## src/rtl/mult_pkg.sv

```systemverilog
// Shared definitions for the shift-and-add multiplier control slice.
// Holds the register write-select codes, the ALU and source-select codes,
// the sequencer state enum, and a helper that sizes the iteration counter.
package mult_pkg;

    // Register-file write-select codes; REG_NONE suppresses the write.
    localparam logic [2:0] REG_R0   = 3'd0;
    localparam logic [2:0] REG_R1   = 3'd1;
    localparam logic [2:0] REG_R2   = 3'd2;
    localparam logic [2:0] REG_R3   = 3'd3;
    localparam logic [2:0] REG_R4   = 3'd4;
    localparam logic [2:0] REG_RP0  = 3'd5;
    localparam logic [2:0] REG_RP1  = 3'd6;
    localparam logic [2:0] REG_NONE = 3'd7;

    typedef enum logic [1:0] {
        ALU_PASS      = 2'b00,
        ALU_ADD       = 2'b01,
        ALU_SHR_CARRY = 2'b10,
        ALU_SHR_LINK  = 2'b11
    } alu_op_e;

    typedef enum logic [1:0] {
        SRC_BUS  = 2'b00,
        SRC_ALU  = 2'b01,
        SRC_ZERO = 2'b10
    } src_sel_e;

    typedef enum logic [3:0] {
        StIdle,
        StLoadA,
        StLoadB,
        StClr,
        StAdd,
        StShiftLo,
        StShiftHi,
        StCopy,
        StDone
    } state_e;

    // Counter width for a given operand width; at least one bit.
    function automatic int unsigned cnt_width(input int unsigned width);
        return (width > 1) ? $clog2(width) : 1;
    endfunction

endpackage

```

## src/rtl/mult_bit_counter.sv

```systemverilog
// Iteration counter for the multiplier sequencer.
// Ports:
//   clk    in   clock
//   reset  in   synchronous active-high reset, clears the count
//   clr    in   synchronous clear
//   en     in   advance the count by one
//   last   out  count equals WIDTH-1 (final iteration)
module mult_bit_counter
    import mult_pkg::*;
#(
    parameter int unsigned WIDTH = 8
) (
    input  logic clk,
    input  logic reset,
    input  logic clr,
    input  logic en,
    output logic last
);

    localparam int unsigned CW = cnt_width(WIDTH);

    logic [CW-1:0] cnt_q;

    assign last = (cnt_q == CW'(WIDTH - 1));

    // Holds at the terminal value instead of wrapping; CLR restarts it.
    always_ff @(posedge clk) begin
        if (reset || clr) begin
            cnt_q <= '0;
        end else if (en && !last) begin
            cnt_q <= cnt_q + CW'(1);
        end
    end

endmodule

```

## src/rtl/mult_control_fsm.sv

```systemverilog
// Control sequencer for the shift-and-add multiplier.
// Loads A into R0 and B into R1, clears RP0 and the carry, runs WIDTH
// add/shift iterations, copies the low product half into RP1 and pulses sDone.
// All outputs are Moore outputs decoded from the registered state.
// Ports:
//   sClk      in   clock
//   sReset    in   synchronous active-high reset
//   sStart    in   start request, honoured only in IDLE
//   sMultLsb  in   current multiplier LSB, R1[0]
//   sSelDeco  out  register write select (7 = no write)
//   sAluOp    out  00 PASS, 01 ADD, 10 SHR_CARRY, 11 SHR_LINK
//   sSrcSel   out  00 input bus, 01 ALU result, 10 zero
//   sCarryEn  out  capture ALU carry this cycle
//   sBusy     out  high outside IDLE
//   sDone     out  one-cycle completion pulse
module mult_control_fsm
    import mult_pkg::*;
#(
    parameter int unsigned WIDTH     = 8,
    parameter int unsigned SELECTION = 3
) (
    input  logic                 sClk,
    input  logic                 sReset,
    input  logic                 sStart,
    input  logic                 sMultLsb,
    output logic [SELECTION-1:0] sSelDeco,
    output logic [1:0]           sAluOp,
    output logic [1:0]           sSrcSel,
    output logic                 sCarryEn,
    output logic                 sBusy,
    output logic                 sDone
);

    state_e   state_q, state_d;
    logic     cnt_last;
    logic [2:0] sel;
    alu_op_e  alu_op;
    src_sel_e src_sel;

    mult_bit_counter #(
        .WIDTH(WIDTH)
    ) u_bit_counter (
        .clk  (sClk),
        .reset(sReset),
        .clr  (state_q == StClr),
        .en   (state_q == StShiftHi),
        .last (cnt_last)
    );

    // State register
    always_ff @(posedge sClk) begin
        if (sReset) begin
            state_q <= StIdle;
        end else begin
            state_q <= state_d;
        end
    end

    // Next-state logic
    always_comb begin
        state_d = state_q;
        unique case (state_q)
            StIdle:    if (sStart) state_d = StLoadA;
            StLoadA:   state_d = StLoadB;
            StLoadB:   state_d = StClr;
            // R1 was just written, so sMultLsb is the next multiplier bit.
            StClr:     state_d = sMultLsb ? StAdd : StShiftLo;
            StAdd:     state_d = StShiftLo;
            StShiftLo: state_d = StShiftHi;
            StShiftHi: begin
                if (cnt_last) begin
                    state_d = StCopy;
                end else begin
                    state_d = sMultLsb ? StAdd : StShiftLo;
                end
            end
            StCopy:    state_d = StDone;
            StDone:    state_d = StIdle;
            default:   state_d = StIdle;
        endcase
    end

    // Output decode; forced to idle values while reset is asserted.
    always_comb begin
        sel      = REG_NONE;
        alu_op   = ALU_PASS;
        src_sel  = SRC_BUS;
        sCarryEn = 1'b0;
        sBusy    = 1'b0;
        sDone    = 1'b0;
        if (!sReset) begin
            sBusy = (state_q != StIdle);
            unique case (state_q)
                StIdle: ;
                StLoadA: begin
                    sel     = REG_R0;
                    src_sel = SRC_BUS;
                end
                StLoadB: begin
                    sel     = REG_R1;
                    src_sel = SRC_BUS;
                end
                StClr: begin
                    sel      = REG_RP0;
                    src_sel  = SRC_ZERO;
                    sCarryEn = 1'b1;
                end
                StAdd: begin
                    sel      = REG_RP0;
                    alu_op   = ALU_ADD;
                    src_sel  = SRC_ALU;
                    sCarryEn = 1'b1;
                end
                StShiftLo: begin
                    sel     = REG_R1;
                    alu_op  = ALU_SHR_LINK;
                    src_sel = SRC_ALU;
                end
                StShiftHi: begin
                    sel      = REG_RP0;
                    alu_op   = ALU_SHR_CARRY;
                    src_sel  = SRC_ALU;
                    sCarryEn = 1'b1;
                end
                StCopy: begin
                    sel     = REG_RP1;
                    alu_op  = ALU_PASS;
                    src_sel = SRC_ALU;
                end
                StDone: sDone = 1'b1;
                default: sBusy = 1'b0;
            endcase
        end
    end

    assign sSelDeco = SELECTION'(sel);
    assign sAluOp   = alu_op;
    assign sSrcSel  = src_sel;

endmodule

```

## config.mk

```make
export PLATFORM = sky130hd
export DESIGN_NAME = mult_control_fsm
export DESIGN_NICKNAME = d
export VERILOG_FILES = /design/src/rtl/mult_pkg.sv /design/src/rtl/mult_bit_counter.sv /design/src/rtl/mult_control_fsm.sv
export SDC_FILE = /design/constraint.sdc
export NUM_CORES = 1
export LEC_CHECK = 0
export ABC_AREA = 1
export CORE_AREA = 5 5 42 44
export DETAILED_ROUTE_END_ITERATION = 6
export DIE_AREA = 0 0 47 49
export SLEW_MARGIN = 20
export SYNTH_ARGS = -nofsm -noshare
export SYNTH_HDL_FRONTEND = slang
export SYNTH_SLANG_ARGS = --single-unit
```

## constraint.sdc

```tcl
create_clock -name sClk -period 1.8 [get_ports sClk]
set_input_delay 0.45 -clock sClk [delete_from_list [all_inputs] [get_ports sClk]]
set_output_delay 0.45 -clock sClk [all_outputs]
set_load 0.05 [all_outputs]
```

After elaboration in Yosys (flattened, before gate mapping). Index checks and enable logic that the tools add are counted.

Div/mod/pow operators: 0. Shift-type cells: 0. Muxes and demuxes: 16. $lt $le $gt $ge: 0. Reductions and logical operators: 9. Bitwise gates (word level): 0. Equality and inequality tests: 10. $add $sub $neg: 1. $mul: 0.

Operator list (number): $pmux W4 S8 (1); $eq A4 B3 Y1 const B (4); $pmux W3 S4 (1); $reduce_or A9 Y1 (1); $eq A4 B2 Y1 const B (2); $mux W1 (7); $mux W2 (3); $pmux W2 S3 (1); $eq A4 B1 Y1 const B (1); $eq A4 B4 Y1 const B (1); $logic_not A4 Y1 (1); $mux W4 (1); $pmux W2 S2 (1); $reduce_bool A4 Y1 (1); $reduce_or A4 Y1 (1); $add A3 B1 Y3 const B (1); $eq A3 B3 Y1 const B (1); $mux W3 (1); $reduce_or A3 Y1 (1); $ne A2 B2 Y1 const B (1); $reduce_or A2 Y1 (1); $logic_and A1 B1 Y1 (1); $logic_not A1 Y1 (1); $logic_or A1 B1 Y1 (1).

Input bits: 4. RAM bits: 0. Word-level logic and storage cells: 38. Bits in latches: 0. Memories kept: 0. Register bits after elaboration: 7. Output and inout port bits: 10. Bits in read-only memories: 0.

Longest topological paths before layout. Gate-level depths: netlist (run 1).

Depth in word-level cells: 4. Depth in mapped cells: 6. Gate-level depth less buffers: 6.

Cells and area by module. From an unflattened synthesis (run 1), not the netlist that was laid out.

Cells, all modules: 82. Area total of the unflattened synthesis: 506.7 um2.

Modules (own cells, without submodules): mult_control_fsm (seq. area each 80.1 um2, area an instance 347.8 um2, times used 1, cells an instance 59); mult_bit_counter (seq. area each 60.1 um2, area an instance 158.9 um2, times used 1, cells an instance 23).

Worst setup path before layout (run 1). OpenSTA, ideal clock, no wires.

Kind: in2out. Start point: input port sReset. End point: output port sAluOp[1]. Data required time: 1.350 ns. Path buffers: 1. Stages: 2. Slack: -0.817 ns. Arrival: 2.167 ns. Path through: buf_2 -> nor4_1.

Word-level cells in the longest chain between the ends: 1.

RTL lines: start, declared (RTL line mult_control_fsm.sv:23) `input logic sReset,`; $mux W2 (RTL line mult_control_fsm.sv:91) `if (!sReset) begin`; end, declared (RTL line mult_control_fsm.sv:27) `output logic [1:0] sAluOp,`.

No other way between the ends.

Final worst setup path (run 1).
Start point: register state_q[1]. End point: output port sDone.

Word-level cells in the longest chain between the ends: 3.

RTL lines: start, declared (RTL line mult_control_fsm.sv:34) `state_e state_q, state_d;`; start signal, assigned (RTL line mult_control_fsm.sv:53) `state_q <= StIdle;`; start signal, assigned (RTL line mult_control_fsm.sv:55) `state_q <= state_d;`; $eq A4 B4 Y1 (RTL line mult_control_fsm.sv:93) `unique case (state_q)`; $mux W1 (RTL line mult_control_fsm.sv:93); $mux W1 (RTL line mult_control_fsm.sv:91); end, declared (RTL line mult_control_fsm.sv:31) `output logic sDone`.

No other way between the ends.

==> impl_results.rst, run 1 <==
.. list-table::
   :header-rows: 1

   * - Metric
     - Value
   * - Total setup violations reported at the end of the flow
     - 0
   * - Via count of the first global-routing pass
     - 492
   * - Placed cell count
     - 107
   * - CP required
     - 1.35 ns
   * - Die outline width
     - 47 um
   * - Setup crit end kind
     - output port
   * - Final RePlAce weighted congestion
     - 0.8476
   * - Cell family with most CP delay
     - simple AND/OR/NAND/NOR gates
   * - Run status
     - finished clean
   * - Power density over the cells
     - 666.0 nW/um2
   * - Clock sink count
     - 7
   * - Synth warnings
     - 0
   * - IO Count
     - 14
   * - CP startpoint kind
     - register
   * - Syn Std Cell Area
     - 459.2 um2
   * - Post-layout util
     - 0.6107
   * - TritonCTS buffer count
     - 3
   * - Post-synthesis net count
     - 80
   * - Vias post-DR
     - 558
   * - Length of routed met3 wiring
     - 92 um
   * - Skew final
     - 0.003931 ns
   * - Number of vias per cell after detailed routing
     - 4.938
   * - Routed length per placed instance
     - 11.59 um
   * - Max H-tree Level
     - 1
   * - Detailed-placement wirelength estimate
     - 935 um
   * - Worst slew pin tran
     - 0.2818 ns
   * - Detailed-routed wire length on met2
     - 654 um
   * - Routed length on met1
     - 540 um
   * - Endpoints failing hold
     - 0
   * - Worst Slack Setup Final
     - 0.04520 ns
   * - ANT nets after route
     - 0
   * - Maximum fanout along the worst path
     - 6
   * - Final wirelength
     - 1.310 mm
   * - Tightest slew margin relative to the limit
     - 0.8121
   * - Peak Freq
     - 569.9 MHz
   * - Port Buf Inserts
     - 13
   * - Setup repair after global routing missed its margin
     - true
   * - Overflow after GRT
     - 0
   * - CTS Root Cell
     - sky130_fd_sc_hd__clkbuf_4
   * - Layout cell share with drive strength beyond 1
     - 0.4536
   * - Height of the chip
     - 49 um
   * - Final Instance Count excl. Fillers
     - 113
   * - Setup Crit Path Kind
     - reg -> out
   * - Worst IR drop on VDD
     - 0.5188 mV
   * - Maximum number of pins on one net before global-route repair
     - 7
   * - Total core area
     - 1401 um2
   * - Antenna violations before repair
     - 0
   * - DRC Markers
     - 0
   * - Overall Global Routing Usage
     - 0.1249
   * - Hold buffer count at CTS
     - 0
   * - Post-route standard cell area excluding fillers
     - 855.8 um2
   * - Drt pass-1 iters
     - 4
   * - Power, Total
     - 569.9 uW
   * - # diodes
     - 0
   * - Clk Latency, worst-skew pair
     - 0.25 ns
   * - Count of maximum capacitance violations
     - 0
   * - Starting density of the core
     - 0.3277
   * - Worst min-delay path category
     - reg -> reg
   * - First-pass GRT wire length
     - 2.125 mm
   * - Instance area after placement
     - 748.2 um2
   * - Die Outline Area
     - 2303 um2
   * - Average cell area after synthesis
     - 6.205 um2
   * - DR top layer
     - met4
   * - Static power due to leakage
     - 0.3887 nW
   * - Clk slew on worst S/H paths
     - 0.05 ns
   * - Portion of the post-synthesis area used by sequential elements
     - 0.3052
   * - CP peak stage delay
     - 0.37 ns
   * - Total number of placement rows
     - 14
   * - Maximum clock path buffer count
     - 2
   * - Syn-to-layout area delta
     - 86.38%
   * - Critical path arrival
     - 1.30 ns
   * - Synthesized flop and latch total
     - 7
   * - CTS tree
     - yes
   * - Initial DRC count
     - 12
   * - Minimum clock period
     - 1.755 ns
   * - Number of max-slew violations in the final report
     - 0
   * - Net total in the final layout
     - 104
   * - Dpl ws
     - -0.2926 ns
   * - Cells along the critical path
     - nor2_4 > nand2_1 > nor3_1 > buf_4 > buf_12
   * - Final critical-path share of the clock period
     - 0.9749
   * - CP bufs+invs
     - 2
   * - Cell with the biggest individual delay on the critical path
     - sky130_fd_sc_hd__dfxtp_4
   * - Number of instances in the synthesized netlist
     - 74
   * - Unique cell type count in the Yosys netlist
     - 18
[flip-flops by register name (all words and copies together), names as in the netlist]
| register | count |
|---|---|
| u_bit_counter.cnt_q | 3 |
| state_q | 4 |
[worst paths after layout]
| kind | from | end | slack (ns) | cells past startpoint |
|---|---|---|---|---|
| max | state_q[1] | sDone | 0.05 | 5 |
| min | u_bit_counter.cnt_q[1] | u_bit_counter.cnt_q[1] | 0.49 | 2 |
| max reg2reg | u_bit_counter.cnt_q[0] | state_q[1] | 0.61 | 6 |
| min reg2reg | u_bit_counter.cnt_q[1] | u_bit_counter.cnt_q[1] | 0.49 | 2 |
[cell usage after synthesis (all sizes together)]
master	n	area, um2
a21oi	5	25.02
buf	1	5.000
dfxtp	7	140.1
ha	2	25.02
inv	9	33.79
nand2	19	76.32
nand3	4	20.02
nand3b	3	22.52
nor2	18	77.58
nor3	2	10.01
nor4	1	6.260
o21ai	2	10.00
o21bai	1	7.510
[layer usage]
metal  global-route usage  up-vias
li1                     -      281
met1               0.1637      255
met2               0.1855       18
met3              0.06642        4
met4              0.01382        0
met5                    0        -
[per-stage QoR]
stage	hold WS [ns]	TNS, ns
4_1_cts	0.4948	-0.04608
3_5_place_dp	0.4867	-1.768
3_3_place_gp	0.4742	-1.555
6_report	0.4912	0
2_1_floorplan	0.4592	-1.049
5_1_grt	0.5189	-0.1499
[tightest hold or removal path, delay by kind of cell, from the launching register on]
| kind | cells | cell delay [ns] |
|---|---|---|
| flops | 1 | 0.31 |
| simple gates | 2 | 0.14 |
[repair_timing]
| action | CTS | global route |
|---|---|---|
| pin swaps | 0 | 1 |
| gates resized for setup | 6 | 19 |
| setup endpoints to repair | 10 | 9 |
| hold endpoints to repair | 0 | 0 |
| buffers inserted | 0 | 2 |
[power breakdown]
part	internal [mW]	total, mW	switching [mW]	leakage [nW]
Combinational	0.110	0.246	0.136	0.312
Clock	0.0814	0.145	0.0632	0.0177
Sequential	0.163	0.179	0.0161	0.0594
Total	0.354	0.570	0.216	0.389
[cell usage in the layout, fill, tap and decap left out, drive strengths merged]
cell type | netlist | layout
dfxtp | 7 | 7
o21bai | 1 | 1
nor3 | 2 | 2
o21ai | 2 | 2
nand3 | 4 | 4
buf | 1 | 17
clkbuf | 0 | 4
clkdlybuf4s50 | 0 | 2
nor2 | 18 | 18
nor4 | 1 | 1
clkinv | 0 | 1
nand2 | 19 | 19
inv | 9 | 9
a21oi | 5 | 5
nand3b | 3 | 3
ha | 2 | 2
[layout make-up]
| class | instances | area (um2) |
|---|---|---|
| Inverter | 9 | 33.78 |
| Multi-Input combinational cell | 57 | 340.3 |
| Sequential cell | 7 | 152.6 |
| Clock buffer | 3 | 22.52 |
| Fill cell | 124 | 545.5 |
| Tap cell | 16 | 20.02 |
| Timing Repair Buffer | 20 | 281.5 |
| Clock inverter | 1 | 5.005 |
[cell families after synthesis]
family | after synthesis | share of synthesized area
simple gates | 47 | 0.4632
buf+inv | 10 | 0.08447
compound gates | 8 | 0.09262
flops | 7 | 0.3052
fa+ha+maj | 2 | 0.05449
Note: power is estimated with default switching activity, not from simulation.
==> run 2: changes to the inputs <==
--- a/config.mk
+++ b/config.mk
@@ -6,9 +6,9 @@
 export NUM_CORES = 1
 export LEC_CHECK = 0
 export ABC_AREA = 1
-export CORE_AREA = 5 5 42 44
+export CORE_AREA = 2 2 39 41
 export DETAILED_ROUTE_END_ITERATION = 6
-export DIE_AREA = 0 0 47 49
+export DIE_AREA = 0 0 41 43
 export SLEW_MARGIN = 20
 export SYNTH_ARGS = -nofsm -noshare
 export SYNTH_HDL_FRONTEND = slang
==> run 2 against run 1 <==
  * Hold slack improved by 0.0050 ns
  * Non-clock buffer count shrank 2
  * First-iteration DRC count fell by 33%
  * Clock-buffer cell count unchanged
  * Routed wire length shrank 19%
==> impl_results.rst, run 2 (same netlist as run 1, synthesis figures left out) <==
.. list-table::
   :header-rows: 1

   * - Metric
     - Value
   * - Run status
     - finished clean
   * - Static power due to leakage
     - 0.3700 nW
   * - Post-CTS Repair Setup Buffers
     - 0
   * - Endpoints failing hold
     - 0
   * - Worst Slack Setup Final
     - 0.0003496 ns
   * - Clock sink count
     - 7
   * - CTS tree
     - yes
   * - Overflow after GRT
     - 0
   * - CP required
     - 1.35 ns
   * - Total number of placement rows
     - 14
   * - Syn-to-layout area delta
     - 74.11%
   * - Port Buf Inserts
     - 13
   * - Final Instance Count excl. Fillers
     - 111
   * - Tightest slew margin relative to the limit
     - 0.7810
   * - Most common cell after layout, fill and taps aside
     - sky130_fd_sc_hd__nand2_1
   * - Beginning of the critical path
     - state_q[0]
   * - Final wirelength
     - 1.063 mm
   * - Setup crit end kind
     - output port
   * - Largest registers
     - state_q: 4 flops, u_bit_counter.cnt_q: 3 flops
   * - Worst IR drop on VDD
     - 0.2846 mV
   * - Height of the chip
     - 43 um
   * - Total core area
     - 1384 um2
   * - IO Count
     - 14
   * - Clk Latency, worst-skew pair
     - 0.25 ns
   * - Start of the worst register-to-register path
     - u_bit_counter.cnt_q[0]
   * - Worst min-delay path category
     - reg -> reg
   * - Critical path arrival
     - 1.35 ns
   * - Detailed-placement wirelength estimate
     - 890 um
   * - Die Outline Area
     - 1763 um2
   * - # diodes
     - 0
   * - Setup_tns
     - 0 ns
   * - Placed cell count
     - 107
   * - Capture point of the worst reg-to-reg path
     - u_bit_counter.cnt_q[0]
   * - CP startpoint kind
     - register
   * - End point of the critical path
     - sBusy
   * - Vias post-DR
     - 517
   * - Max H-tree Level
     - 1
   * - Flop-to-flop setup slack
     - 0.62 ns
   * - Number of max-slew violations in the final report
     - 0
   * - Net total in the final layout
     - 102
   * - Most used cells in the layout excluding fill and tap cells
     - sky130_fd_sc_hd__nand2_1, sky130_fd_sc_hd__nor2_1, sky130_fd_sc_hd__buf_12, sky130_fd_sc_hd__inv_1, sky130_fd_sc_hd__buf_4
   * - Power density over the cells
     - 669.1 nW/um2
   * - Initial DRC count
     - 8
   * - Setup repair after global routing missed its margin
     - true
   * - Clk slew on worst S/H paths
     - 0.05 ns
   * - Skew final
     - 0.002295 ns
   * - Final critical-path share of the clock period
     - 0.9998
   * - Maximum number of pins on one net before global-route repair
     - 7
   * - Maximum fanout along the worst path
     - 5
   * - First-pass GRT wire length
     - 1.690 mm
   * - Die outline width
     - 41 um
   * - Fill count
     - 127
   * - Final RePlAce weighted congestion
     - 0.8402
   * - Minimum clock period
     - 1.800 ns
   * - TritonCTS buffer count
     - 3
   * - DRC Markers
     - 0
   * - Total setup violations reported at the end of the flow
     - 0
   * - Count of maximum capacitance violations
     - 0
   * - Top reg by flops
     - state_q
   * - Cell count of the worst reg-to-reg path
     - 6
   * - Starting density of the core
     - 0.3318
   * - Worst slew pin tran
     - 0.3258 ns
   * - Drt pass-1 iters
     - 4
   * - Overall Global Routing Usage
     - 0.1370
   * - Antenna violations before repair
     - 0
   * - Hold buffer count at CTS
     - 0
   * - Maximum clock path buffer count
     - 2
   * - Peak Freq
     - 555.7 MHz
   * - Via count of the first global-routing pass
     - 433
   * - ANT nets after route
     - 0
   * - CTS Root Cell
     - sky130_fd_sc_hd__clkbuf_4
   * - Number of vias per cell after detailed routing
     - 4.658
   * - Setup Crit Path Kind
     - reg -> out
   * - Dpl ws
     - -0.2519 ns
   * - Flip-flop count of the largest register after layout
     - 4
   * - Layout cell share with drive strength beyond 1
     - 0.3789
   * - Routed length per placed instance
     - 9.577 um
## run 2: changes by cell type in the layout (fill, tap and decap cells not counted), sizes merged
cell and delta:
clkbuf -1, clkdlybuf4s15 +1, buf -2
## run 2: metrics by stage
| stage | total power, mW | hold WS (ns) | utilization | area [um2] |
|---|---|---|---|---|
| floorplan | 0.2931 | 0.4592 | - | 465.4 |
| global placement | 0.3907 | 0.4791 | 0.5407 | 748.2 |
| detailed placement | 0.3901 | 0.4925 | 0.5407 | 748.2 |
| CTS | 0.5410 | 0.5006 | 0.5660 | 783.3 |
| global route | 0.5670 | 0.5325 | 0.5778 | 799.5 |
| finish | 0.5350 | 0.4962 | 0.5778 | 799.5 |
## run 2: what timing repair did
action,in CTS,in global routing
endpoints found under the setup margin,10,8
pin swaps,1,0
resized for setup,5,8
## run 2: power breakdown
part / switching, mW / leakage, nW / total [mW] / internal [mW]
registers: 0.0129 / 0.0588 / 0.178 / 0.165
logic: 0.122 / 0.293 / 0.216 / 0.0939
clock network: 0.0598 / 0.0177 / 0.141 / 0.0812
## run 2: worst max-delay path: stages (launching register included)
cell and delay (ns):
sky130_fd_sc_hd__dfxtp_2 0.35, sky130_fd_sc_hd__nor2_2 0.22, sky130_fd_sc_hd__nand2_1 0.10, sky130_fd_sc_hd__a21oi_1 0.26, sky130_fd_sc_hd__buf_12 0.18
## run 2: per-layer routing
layer  GRT usage  up-vias  wire [um]
li1            -      283          -
met2      0.1844       14        516
met4     0.05333        0          8
met1      0.1948      218        485
met3     0.04712        2         52
met5           0        -          0
## run 2: area by class of cell
type	count	area [um2]	share of cell area
multi-input combinational	57	302.8	0.3787
timing repair buffer	18	267.8	0.3349
sequential	7	147.6	0.1847
inverter	9	33.78	0.04225
clock buffer	3	22.52	0.02817
tap	16	20.02	0.02504
clock inverter	1	5.005	0.006260
## run 2: worst min-delay path by stage
stage | start | endpoint | slack, ns | cells after the start
after global routing | u_bit_counter.cnt_q[1] | u_bit_counter.cnt_q[1] | 0.53 | 2
after detailed placement | u_bit_counter.cnt_q[1] | u_bit_counter.cnt_q[1] | 0.49 | 2
after CTS | u_bit_counter.cnt_q[1] | u_bit_counter.cnt_q[1] | 0.50 | 2
final | u_bit_counter.cnt_q[1] | u_bit_counter.cnt_q[1] | 0.50 | 2
after floorplan | u_bit_counter.cnt_q[1] | u_bit_counter.cnt_q[1] | 0.46 | 2
after global placement | u_bit_counter.cnt_q[1] | u_bit_counter.cnt_q[1] | 0.48 | 2
==> run 3: changes to the inputs <==
--- a/config.mk
+++ b/config.mk
@@ -9,7 +9,9 @@
 export CORE_AREA = 2 2 39 41
 export DETAILED_ROUTE_END_ITERATION = 6
 export DIE_AREA = 0 0 41 43
+export PLACE_DENSITY = 0.66
 export SLEW_MARGIN = 20
 export SYNTH_ARGS = -nofsm -noshare
 export SYNTH_HDL_FRONTEND = slang
+export SYNTH_HIERARCHICAL = 1
 export SYNTH_SLANG_ARGS = --single-unit
==> run 3 against run 2 <==
  * Sequential power is 47% higher
  * Global-route usage rose by 4.2 points
  * Sequential share of layout area fell by 2.0 points
  * First-iteration DRC count down 13%
  * Synthesized cell count up 11%
  * Clock-buffer cell count increased by 1
  * Maximum frequency up 1.8%
  * Final cell count grew 9.9%
  * Combinational power grew to 4.2 times the previous value
  * Sequential cell count did not move
  * Critical path type unchanged
==> impl_results.rst, run 3 <==
.. list-table::
   :header-rows: 1

   * - Metric
     - Value
   * - Run status
     - finished clean
   * - Height of the chip
     - 43 um
   * - Portion of the post-synthesis area used by sequential elements
     - 0.2765
   * - CP startpoint kind
     - register
   * - Detailed-placement wirelength estimate
     - 948.7 um
   * - Routed length per placed instance
     - 11.02 um
   * - Layout cell share with drive strength beyond 1
     - 0.5000
   * - Total core area
     - 1384 um2
   * - Minimum clock period
     - 1.768 ns
   * - Commonest register cell after synthesis
     - sky130_fd_sc_hd__dfxtp_1
   * - Die Outline Area
     - 1763 um2
   * - Setup Crit Path Kind
     - reg -> out
   * - Syn Std Cell Area
     - 506.7 um2
   * - Placed cell count
     - 113
   * - Average cell area after synthesis
     - 6.180 um2
   * - Number of synthesized flops with an enable pin
     - 0
   * - Maximum fanout along the worst path
     - 5
   * - Flip-flop count of the largest register after layout
     - 4
   * - Overall Global Routing Usage
     - 0.1794
   * - Static power due to leakage
     - 0.4553 nW
   * - Final wirelength
     - 1.345 mm
   * - Clk Latency, worst-skew pair
     - 0.24 ns
   * - Sequential cell area
     - 152.6 um2
   * - Maximum clock path buffer count
     - 2
   * - DR top layer
     - met3
   * - Startpoint of the lowest-slack hold path
     - u_bit_counter/cnt_q[2]
   * - Drt pass-1 iters
     - 2
   * - CTS Root Cell
     - sky130_fd_sc_hd__clkbuf_4
   * - Endpoints failing hold
     - 0
   * - Number of instances in the synthesized netlist
     - 82
   * - Syn-to-layout area delta
     - 83.46%
   * - Worst IR drop on VDD
     - 0.9025 mV
   * - Hold buffer count at CTS
     - 0
   * - Setup crit end kind
     - output port
   * - CTS tree
     - yes
   * - Worst slew pin tran
     - 0.2013 ns
   * - Synthesized flop and latch total
     - 7
   * - Vias post-DR
     - 574
   * - First-pass GRT wire length
     - 2.111 mm
   * - Total setup violations reported at the end of the flow
     - 0
   * - CP bufs+invs
     - 2
   * - Clk slew on worst S/H paths
     - 0.05 ns
   * - Capture point of the worst reg-to-reg path
     - state_q[0]
   * - Via count of the first global-routing pass
     - 525
   * - Routed length on met1
     - 574 um
   * - Total number of placement rows
     - 14
   * - Top reg by flops
     - state_q
   * - Final RePlAce weighted congestion
     - 0.7965
   * - # diodes
     - 0
   * - Flop-to-flop setup slack
     - 0.54 ns
   * - Area of combinational cells with multiple inputs
     - 391.6 um2
   * - Initial DRC count
     - 7
   * - Die outline width
     - 41 um
   * - Post-synthesis net count
     - 88
   * - Power density over the cells
     - 1399 nW/um2
   * - Cell family with most CP delay
     - simple AND/OR/NAND/NOR gates
   * - Final Instance Count excl. Fillers
     - 122
   * - End point of the critical path
     - sSelDeco[2]
   * - Length of routed met3 wiring
     - 54 um
   * - CP required
     - 1.35 ns
   * - Maximum number of pins on one net before global-route repair
     - 8
   * - Most common cell in the synthesized netlist
     - sky130_fd_sc_hd__nor2_1
   * - Cell with the biggest individual delay on the critical path
     - sky130_fd_sc_hd__dfxtp_4
   * - Cells along the critical path
     - inv_2 > nor2_4 > nand3_2 > nand3_2 > nand2_1 > buf_12
   * - Number of max-slew violations in the final report
     - 0
   * - Overflow after GRT
     - 0
   * - Detailed-routed wire length on met2
     - 716 um
   * - Clock sink count
     - 7
   * - Final critical-path share of the clock period
     - 0.9824
   * - TritonCTS buffer count
     - 3
   * - DRC Markers
     - 0
   * - Largest area contributor in the synthesized netlist
     - sky130_fd_sc_hd__dfxtp_1
   * - Net total in the final layout
     - 113
   * - Area fraction of the dominant cell type after synthesis
     - 0.2765
   * - Biggest area contributors in the synthesized netlist
     - sky130_fd_sc_hd__dfxtp_1, sky130_fd_sc_hd__nand3_1, sky130_fd_sc_hd__nor2_1, sky130_fd_sc_hd__nand2_1, sky130_fd_sc_hd__inv_1
   * - Start of the worst register-to-register path
     - u_bit_counter/cnt_q[0]
   * - Commonest cells in the synthesized netlist
     - sky130_fd_sc_hd__nor2_1, sky130_fd_sc_hd__nand2_1, sky130_fd_sc_hd__nand3_1
   * - Unique cell type count in the Yosys netlist
     - 17
   * - IO Count
     - 14
   * - Tightest slew margin relative to the limit
     - 0.8654
   * - Fraction of synthesis flops using an asynchronous set or reset pin
     - 0
   * - Most used cells in the layout excluding fill and tap cells
     - sky130_fd_sc_hd__nor2_1, sky130_fd_sc_hd__nand2_1, sky130_fd_sc_hd__buf_12, sky130_fd_sc_hd__nand3_1, sky130_fd_sc_hd__inv_1
   * - Peak Freq
     - 565.5 MHz
   * - Critical path arrival
     - 1.32 ns
   * - Max H-tree Level
     - 1
   * - Cell count of the worst reg-to-reg path
     - 8
   * - Most common cell after layout, fill and taps aside
     - sky130_fd_sc_hd__nor2_1
   * - Worst min-delay path category
     - reg -> reg
   * - Dominant cell type by count on the critical path
     - sky130_fd_sc_hd__nand3_2
   * - Number of vias per cell after detailed routing
     - 4.705
   * - Total stage count of the critical path
     - 6
   * - Synth warnings
     - 6
   * - Fill count
     - 108
   * - Largest registers
     - state_q: 4 flops, u_bit_counter/cnt_q: 3 flops
   * - Count of maximum capacitance violations
     - 0
   * - Skew final
     - 0.003434 ns
   * - Starting density of the core
     - 0.3662
   * - Antenna violations before repair
     - 0
   * - Setup_tns
     - 0 ns
   * - ANT nets after route
     - 0
   * - Port Buf Inserts
     - 13
   * - Setup repair after global routing missed its margin
     - true
   * - CP peak stage delay
     - 0.37 ns
   * - Beginning of the critical path
     - state_q[2]
==> run 3: cell type report <==
cell class,count,area share
Clock buffer,4,0.02826
Tap cell,16,0.02153
Multi-Input combinational cell,61,0.4213
Timing Repair Buffer,20,0.3028
Inverter,14,0.06191
Sequential cell,7,0.1642
==> run 3: how the worst min path moves through the flow <==
stage                                        end  slack [ns]  cells after the start
after floorplan           u_bit_counter/cnt_q[1]        0.46                      2
after global placement    u_bit_counter/cnt_q[1]        0.47                      2
after detailed placement  u_bit_counter/cnt_q[1]        0.48                      2
after CTS                 u_bit_counter/cnt_q[2]        0.49                      2
after global routing      u_bit_counter/cnt_q[2]        0.53                      2
final                     u_bit_counter/cnt_q[2]        0.49                      2
==> run 3: stage by stage <==
stage                     hold WS, ns  utilization  total power [mW]  setup WS, ns  cell area (um2)
after global placement         0.4725       0.5687            0.9981       -0.1873            787.0
after global routing           0.5255       0.6718             1.384      -0.04257            929.6
after floorplan                0.4592            -            0.6898     -0.005094            521.8
after detailed placement       0.4839       0.5687             1.007       -0.1911            787.0
final                          0.4880       0.6718             1.300       0.03171            929.6
after CTS                      0.4929       0.6438             1.259      0.004737            890.9
==> run 3: metal layers <==
layer	vias up	global-route usage
li1	306	-
met5	-	0
met1	258	0.2117
met4	0	0.1000
met2	10	0.2844
met3	0	0.03665
==> run 3: logic make-up after synthesis <==
group                      count (synthesis)  share of synthesized area
AOI/OAI and AO/OA                          5                    0.05926
DFF                                        7                     0.2765
buffers and inverters                     14                     0.1062
adders and majority gates                  2                    0.04937
and+or+nand+nor                           54                     0.5086
==> run 3: power breakdown <==
group	internal (mW)	switching, mW	leakage [nW]
Sequential	0.200	0.0623	0.0594
Clock	0.0841	0.0502	0.0150
Combinational	0.391	0.513	0.381
==> run 3: tightest hold or removal path, stage by stage, from the launching register on <==
cell and delay, ns:
sky130_fd_sc_hd__dfxtp_1 0.31, sky130_fd_sc_hd__nor2_1 0.09, sky130_fd_sc_hd__nor2_1 0.05
==> run 3: timing repair <==
item                                    4_1_cts  5_1_grt
pin swaps                                     4        7
buffers inserted                              2        3
endpoints found under the setup margin       10        7
resized for setup                            21        9
